<file path="src/rtl/prog_loader_pkg.sv">
// prog_loader_pkg: shared types and constants for the program image loader.
//   state_t        - frame parser states
//   SYNC_BYTE_DEF  - default frame start marker
//   BYTES_PER_WORD - bytes carried per instruction word on the wire
//   CNT_W          - width of the word-count field in the frame header
package prog_loader_pkg;

  typedef enum logic [2:0] {
    ST_IDLE,
    ST_CNT_HI,
    ST_CNT_LO,
    ST_B2,
    ST_B1,
    ST_B0,
    ST_CHK
  } state_t;

  localparam logic [7:0] SYNC_BYTE_DEF  = 8'hA5;
  localparam int         BYTES_PER_WORD = 3;
  localparam int         CNT_W          = 10;

endpackage

</file>
<file path="src/rtl/prog_loader_byte_timeout.sv">
// byte_timeout: inter-byte idle watchdog, a loadable down-counter.
//   clk_i  - clock
//   clr_i  - synchronous clear to 0
//   load_i - reload to TIMEOUT_CYCLES (a byte was accepted)
//   dec_i  - count one idle cycle
//   tc_o   - terminal count: the current idle cycle is the TIMEOUT_CYCLES-th
module byte_timeout #(
  parameter int TIMEOUT_CYCLES = 1_000_000
) (
  input  logic clk_i,
  input  logic clr_i,
  input  logic load_i,
  input  logic dec_i,
  output logic tc_o
);

  localparam int W = $clog2(TIMEOUT_CYCLES + 1);

  logic [W-1:0] cnt_q;

  always_ff @(posedge clk_i) begin
    if (clr_i)                     cnt_q <= '0;
    else if (load_i)               cnt_q <= W'(TIMEOUT_CYCLES);
    else if (dec_i && cnt_q != '0) cnt_q <= cnt_q - 1'b1;
  end

  // After a reload to T, idle cycle k sees T-k+1; k == T is the expiring one.
  assign tc_o = (cnt_q == W'(1));

endmodule

</file>
<file path="src/rtl/prog_loader.sv">
// prog_loader: writes a framed program image from a UART byte stream into
// the program memory and holds the MCU in reset while loading.
// Frame: SYNC, CNT_HI, CNT_LO, N x {B2,B1,B0}, CHK (XOR of all bytes after SYNC).
//   CLK, RST            - clock, synchronous active-high reset
//   RX_DATA, RX_VALID   - received byte and its one-cycle strobe
//   WR_EN/ADDR/DATA     - registered program memory write port
//   MCU_HOLD            - MCU reset hold (stays set after a failed load)
//   BUSY                - frame in progress
//   LOAD_DONE           - one-cycle pulse on a successful load
//   LOAD_ERR            - sticky error, cleared by the next SYNC byte
// DATA_WIDTH must lie in 17..24 so one word fits exactly three bytes.
module prog_loader
  import prog_loader_pkg::*;
#(
  parameter int         ADDR_WIDTH     = 10,
  parameter int         DATA_WIDTH     = 18,
  parameter logic [7:0] SYNC_BYTE      = SYNC_BYTE_DEF,
  parameter int         TIMEOUT_CYCLES = 1_000_000
) (
  input  logic                  CLK,
  input  logic                  RST,
  input  logic [7:0]            RX_DATA,
  input  logic                  RX_VALID,
  output logic                  WR_EN,
  output logic [ADDR_WIDTH-1:0] WR_ADDR,
  output logic [DATA_WIDTH-1:0] WR_DATA,
  output logic                  MCU_HOLD,
  output logic                  BUSY,
  output logic                  LOAD_DONE,
  output logic                  LOAD_ERR
);

  state_t                state_q;
  logic [ADDR_WIDTH-1:0] wcnt_q;
  logic [CNT_W-1:0]      last_q;     // index of the final word (N-1)
  logic [7:0]            chk_q;
  logic [7:0]            b2_q, b1_q;
  logic                  wr_en_q, hold_q, busy_q, done_q, err_q;
  logic [ADDR_WIDTH-1:0] wr_addr_q;
  logic [DATA_WIDTH-1:0] wr_data_q;

  logic [DATA_WIDTH-1:0] word_d;
  logic                  last_word;
  logic                  to_tc;
  logic                  timed_out;

  // Unused high bits of B2 fall off in the truncation.
  assign word_d    = DATA_WIDTH'({b2_q, b1_q, RX_DATA});
  assign last_word = (CNT_W'(wcnt_q) == last_q);
  // An arriving byte always beats an expiring timer.
  assign timed_out = (state_q != ST_IDLE) && !RX_VALID && to_tc;

  byte_timeout #(.TIMEOUT_CYCLES(TIMEOUT_CYCLES)) u_timeout (
    .clk_i  (CLK),
    .clr_i  (RST),
    .load_i (RX_VALID),
    .dec_i  ((state_q != ST_IDLE) && !RX_VALID),
    .tc_o   (to_tc)
  );

  always_ff @(posedge CLK) begin
    if (RST) begin
      state_q   <= ST_IDLE;
      wcnt_q    <= '0;
      last_q    <= '0;
      chk_q     <= '0;
      b2_q      <= '0;
      b1_q      <= '0;
      wr_en_q   <= 1'b0;
      wr_addr_q <= '0;
      wr_data_q <= '0;
      hold_q    <= 1'b0;
      busy_q    <= 1'b0;
      done_q    <= 1'b0;
      err_q     <= 1'b0;
    end else begin
      wr_en_q <= 1'b0;
      done_q  <= 1'b0;
      if (timed_out) begin
        state_q <= ST_IDLE;
        err_q   <= 1'b1;
        busy_q  <= 1'b0;
      end else if (RX_VALID) begin
        case (state_q)
          ST_IDLE: if (RX_DATA == SYNC_BYTE) begin
            state_q <= ST_CNT_HI;
            busy_q  <= 1'b1;
            hold_q  <= 1'b1;
            err_q   <= 1'b0;
            chk_q   <= '0;
            wcnt_q  <= '0;
          end
          ST_CNT_HI: if (RX_DATA[7:2] != 6'd0) begin
            state_q <= ST_IDLE;
            err_q   <= 1'b1;
            busy_q  <= 1'b0;
          end else begin
            last_q[9:8] <= RX_DATA[1:0];
            chk_q       <= chk_q ^ RX_DATA;
            state_q     <= ST_CNT_LO;
          end
          ST_CNT_LO: begin
            last_q[7:0] <= RX_DATA;
            chk_q       <= chk_q ^ RX_DATA;
            state_q     <= ST_B2;
          end
          ST_B2: begin
            b2_q    <= RX_DATA;
            chk_q   <= chk_q ^ RX_DATA;
            state_q <= ST_B1;
          end
          ST_B1: begin
            b1_q    <= RX_DATA;
            chk_q   <= chk_q ^ RX_DATA;
            state_q <= ST_B0;
          end
          ST_B0: begin
            // Write goes out next cycle from registers; parsing continues.
            wr_en_q   <= 1'b1;
            wr_addr_q <= wcnt_q;
            wr_data_q <= word_d;
            wcnt_q    <= wcnt_q + 1'b1;
            chk_q     <= chk_q ^ RX_DATA;
            state_q   <= last_word ? ST_CHK : ST_B2;
          end
          ST_CHK: begin
            state_q <= ST_IDLE;
            busy_q  <= 1'b0;
            if (RX_DATA == chk_q) begin
              done_q <= 1'b1;
              hold_q <= 1'b0;
            end else begin
              err_q  <= 1'b1;   // hold stays: memory is partially written
            end
          end
          default: state_q <= ST_IDLE;
        endcase
      end
    end
  end

  assign WR_EN     = wr_en_q;
  assign WR_ADDR   = wr_addr_q;
  assign WR_DATA   = wr_data_q;
  assign MCU_HOLD  = hold_q;
  assign BUSY      = busy_q;
  assign LOAD_DONE = done_q;
  assign LOAD_ERR  = err_q;

endmodule

</file>
<file path="config.mk">
export PLATFORM = sky130hd
export DESIGN_NAME = prog_loader
export DESIGN_NICKNAME = d
export VERILOG_FILES = /design/src/rtl/prog_loader_pkg.sv /design/src/rtl/prog_loader_byte_timeout.sv /design/src/rtl/prog_loader.sv
export SDC_FILE = /design/constraint.sdc
export NUM_CORES = 1
export LEC_CHECK = 0
export BUFFER_PORTS_ARGS = -buffer_cell sky130_fd_sc_hd__buf_4
export CAP_MARGIN = 20
export CORE_UTILIZATION = 30
export CTS_CLUSTER_SIZE = 16
export DETAILED_ROUTE_END_ITERATION = 8
export SLEW_MARGIN = 30
export SYNTH_ARGS = -nofsm -noshare
export SYNTH_HDL_FRONTEND = slang
export SYNTH_SLANG_ARGS = --single-unit
</file>
<file path="constraint.sdc">
create_clock -name CLK -period 5.3 [get_ports CLK]
set_clock_uncertainty 0.15 [all_clocks]
set_input_delay 0 -clock CLK [delete_from_list [all_inputs] [get_ports CLK]]
set_output_delay 0 -clock CLK [all_outputs]
set_load 0.01 [all_outputs]
</file>
==> reports/summary.txt <==
switching power: 437 uW
post-CTS setup buffers: 0
synthesized cell area: 4270 um2
CP max stage delay: 0.51 ns
Reg power frac: 0.456
Int Pwr: 1240 uW
area grow syn2layout: 19.0%
Row Count: 43
Yosys top cell area share: 0.441
Max Slew Vio Count: 0
first-pass GRT wire length: 16700 um
post-cts sizing count: 0
Async SR Flop Fraction: 0
Final Instance Area: 5080 um2
final critical-path setup slack: 2.85 ns
critical path fanouts, max: 12
CP cell instances: inv_1 -> ha_1 -> or4b_1 -> nor3_4 -> a211oi_2 -> a311oi_1 -> nor3_1
commonest non-fill, non-tap cell in the layout: dfxtp_1
Initial DRC Count: 194
Power Dens Cells: 330 nW/um2
Gate power share: 0.136
Worst Hold End: b2_q[1]$_SDFFE_PP0P_
Post-DP Area: 4670 um2
Tmin final: 2.45 ns
peak supply drop: 0.000131 V
grt total ovfl: 0
vias in the first global route: 3380
status: completed
Seq cells post-synth: 94
Setup-failing EPs final: 0
Setup CP Type: flip-flop to flip-flop
worst hold path depth: 2
Die X-Extent: 121 um
via-per-instance ratio: 4.94
max_cap viols: 0
Worst Setup Start Kind: flip-flop
syn_nets: 518
switch share: 0.260
leakage power: 0.00192 uW
total CTS buffers: 9
total negative slack: 0 ns
Initial Util: 0.308
Worst Hold Class: input port to flip-flop
Ports: 44
Distinct cells, synth: 55
FF-to-FF path depth: 7
height of the die: 121 um
Primary FF master, synth: dfxtp_1
DR vias: 3544
WP data required: 5.35 ns
unrepaired setup endpoints after global routing: false
most frequent cells in the layout: dfxtp_1 (94), nand2_1 (91), a21oi_1 (60), buf_4 (44), nor2_1 (43)
Yosys top cell by area: dfxtp_1
Clock Latency Late Sink: 0.34 ns
Pre-antenna DRT Iters: 4
drt wl/cell: 14.2 um
pre-CTS setup slack: 2.85 ns
largest net degree at the start of global routing: 63
Core Box Area: 13900 um2
Clk network pwr share: 0.407
layout cell share with drive strength beyond 1: 0.149
total track usage: 0.145
die area: 14700 um2
Clock Tree Buf Depth: 2
Port Buffers: 43
Antenna Cells: 0
hold_buf cts: 9
total clock sinks: 94
hpwl dp: 6890 um
initial antenna violation count: 0
top cells by area, synth: dfxtp_1 (44%), nand2_1 (8.1%), a21oi_1 (7.0%), xor2_1 (4.5%), nor2_1 (3.8%)
FF-to-FF setup slack: 2.85 ns
sequential fraction of the synthesis area: 0.441
Critical path buffers and inverters: 1
CTS tree: yes
Worst setup EP type: flip-flop
Syn Area/Cell: 8.49 um2
Final #Nets: 547
cell count after synthesis: 503
top cell family by delay on the critical path: simple AND/OR/NAND/NOR gates
final hold slack: 0.0248 ns
Clk pin slew, worst setup/hold paths: 0.07 ns
Post-synth EDFFs: 0
synth warn: 0
Routability Congestion: 0.774
Slew @ Worst Pin: 0.792 ns
fmax: 407 MHz
hold_sp: RST
Clock Root Buffer: clkbuf_16
crit path from: u_timeout.cnt_q[0]$_SDFFE_PP0P_
Final Power: 1680 uW
Final period util: 0.463
final hold vios: 0
Worst slew margin: 0.468
R2R Path End: u_timeout.cnt_q[17]$_SDFFE_PP0P_
Reg2Reg Launch Point: u_timeout.cnt_q[0]$_SDFFE_PP0P_
drt drc: 0
Routed Wire Length: 10200 um
H-tree levels: 3
Detail Route Antenna Nets: 0
slowest CP cell: or4b_1
crit path DAT: 2.50 ns
## synthesized netlist by cell type, drive strengths merged (6+ instances only)
master	instances
a21oi	61
a32o	8
and3	6
buf	8
clkbuf	26
dfxtp	94
mux2i	13
nand2	92
nand3	7
nand4	8
nor2	43
nor2b	11
nor3	8
nor4	10
o21ai	12
or3	6
xnor2	14
xor2	22
## sequential cells by signal, summed over array words and instances, names as in the netlist
signal / cells
last_q: 10
wcnt_q: 10
WR_DATA: 18
u_timeout.cnt_q: 20
state_q: 3
MCU_HOLD: 1
b1_q: 8
chk_q: 8
WR_ADDR: 10
WR_EN: 1
BUSY: 1
LOAD_ERR: 1
b2_q: 2
LOAD_DONE: 1
## power by group through the flow
stage                     registers, uW  logic [uW]  clock network, uW
final                               766         229                684
after global routing                771         254                728
after CTS                           765         231                700
after detailed placement            781         223                  0
after global placement              779         218                  0
after floorplan                     769         188                  0
## final cells by class
class / count / area [um2]
timing repair buffer: 53 / 420
fill: 1444 / 8800
sequential: 94 / 1880
inverter: 5 / 18.8
tap: 180 / 225
clock buffer: 13 / 280
multi-input combinational: 369 / 2220
clock inverter: 3 / 40.0
## per-stage QoR
stage	utilization	std cells
4_1_cts	0.366	717
3_3_place_gp	0.336	692
2_1_floorplan	-	503
3_5_place_dp	0.337	692
6_report	0.366	717
5_1_grt	0.366	717
## routing by layer
metal  vias up  wire length [um]  GRT usage
li1       1799                 -          -
met1      1697              4630      0.179
met2        43              5130      0.248
met3         5               334     0.0324
met4         0                63     0.0494
met5         -                 0          0
## worst max path at each step
stage | to | slack [ns] | cells past startpoint
after floorplan | u_timeout.cnt_q[16]$_SDFFE_PP0P_ | 3.25 | 8
after global placement | u_timeout.cnt_q[17]$_SDFFE_PP0P_ | 2.91 | 7
after detailed placement | u_timeout.cnt_q[17]$_SDFFE_PP0P_ | 2.85 | 7
after CTS | u_timeout.cnt_q[17]$_SDFFE_PP0P_ | 2.84 | 7
after global routing | u_timeout.cnt_q[17]$_SDFFE_PP0P_ | 2.70 | 7
final | u_timeout.cnt_q[17]$_SDFFE_PP0P_ | 2.85 | 7
## cell families after synthesis
group,count (synthesis),share of synthesized area
simple gates,213,0.254
compound gates,103,0.148
flops,94,0.441
buf+inv,40,0.0410
xor+xnor,36,0.0738
mux,13,0.0305
fa+ha+maj,4,0.0117
Note: power is estimated with default switching activity, not from simulation.
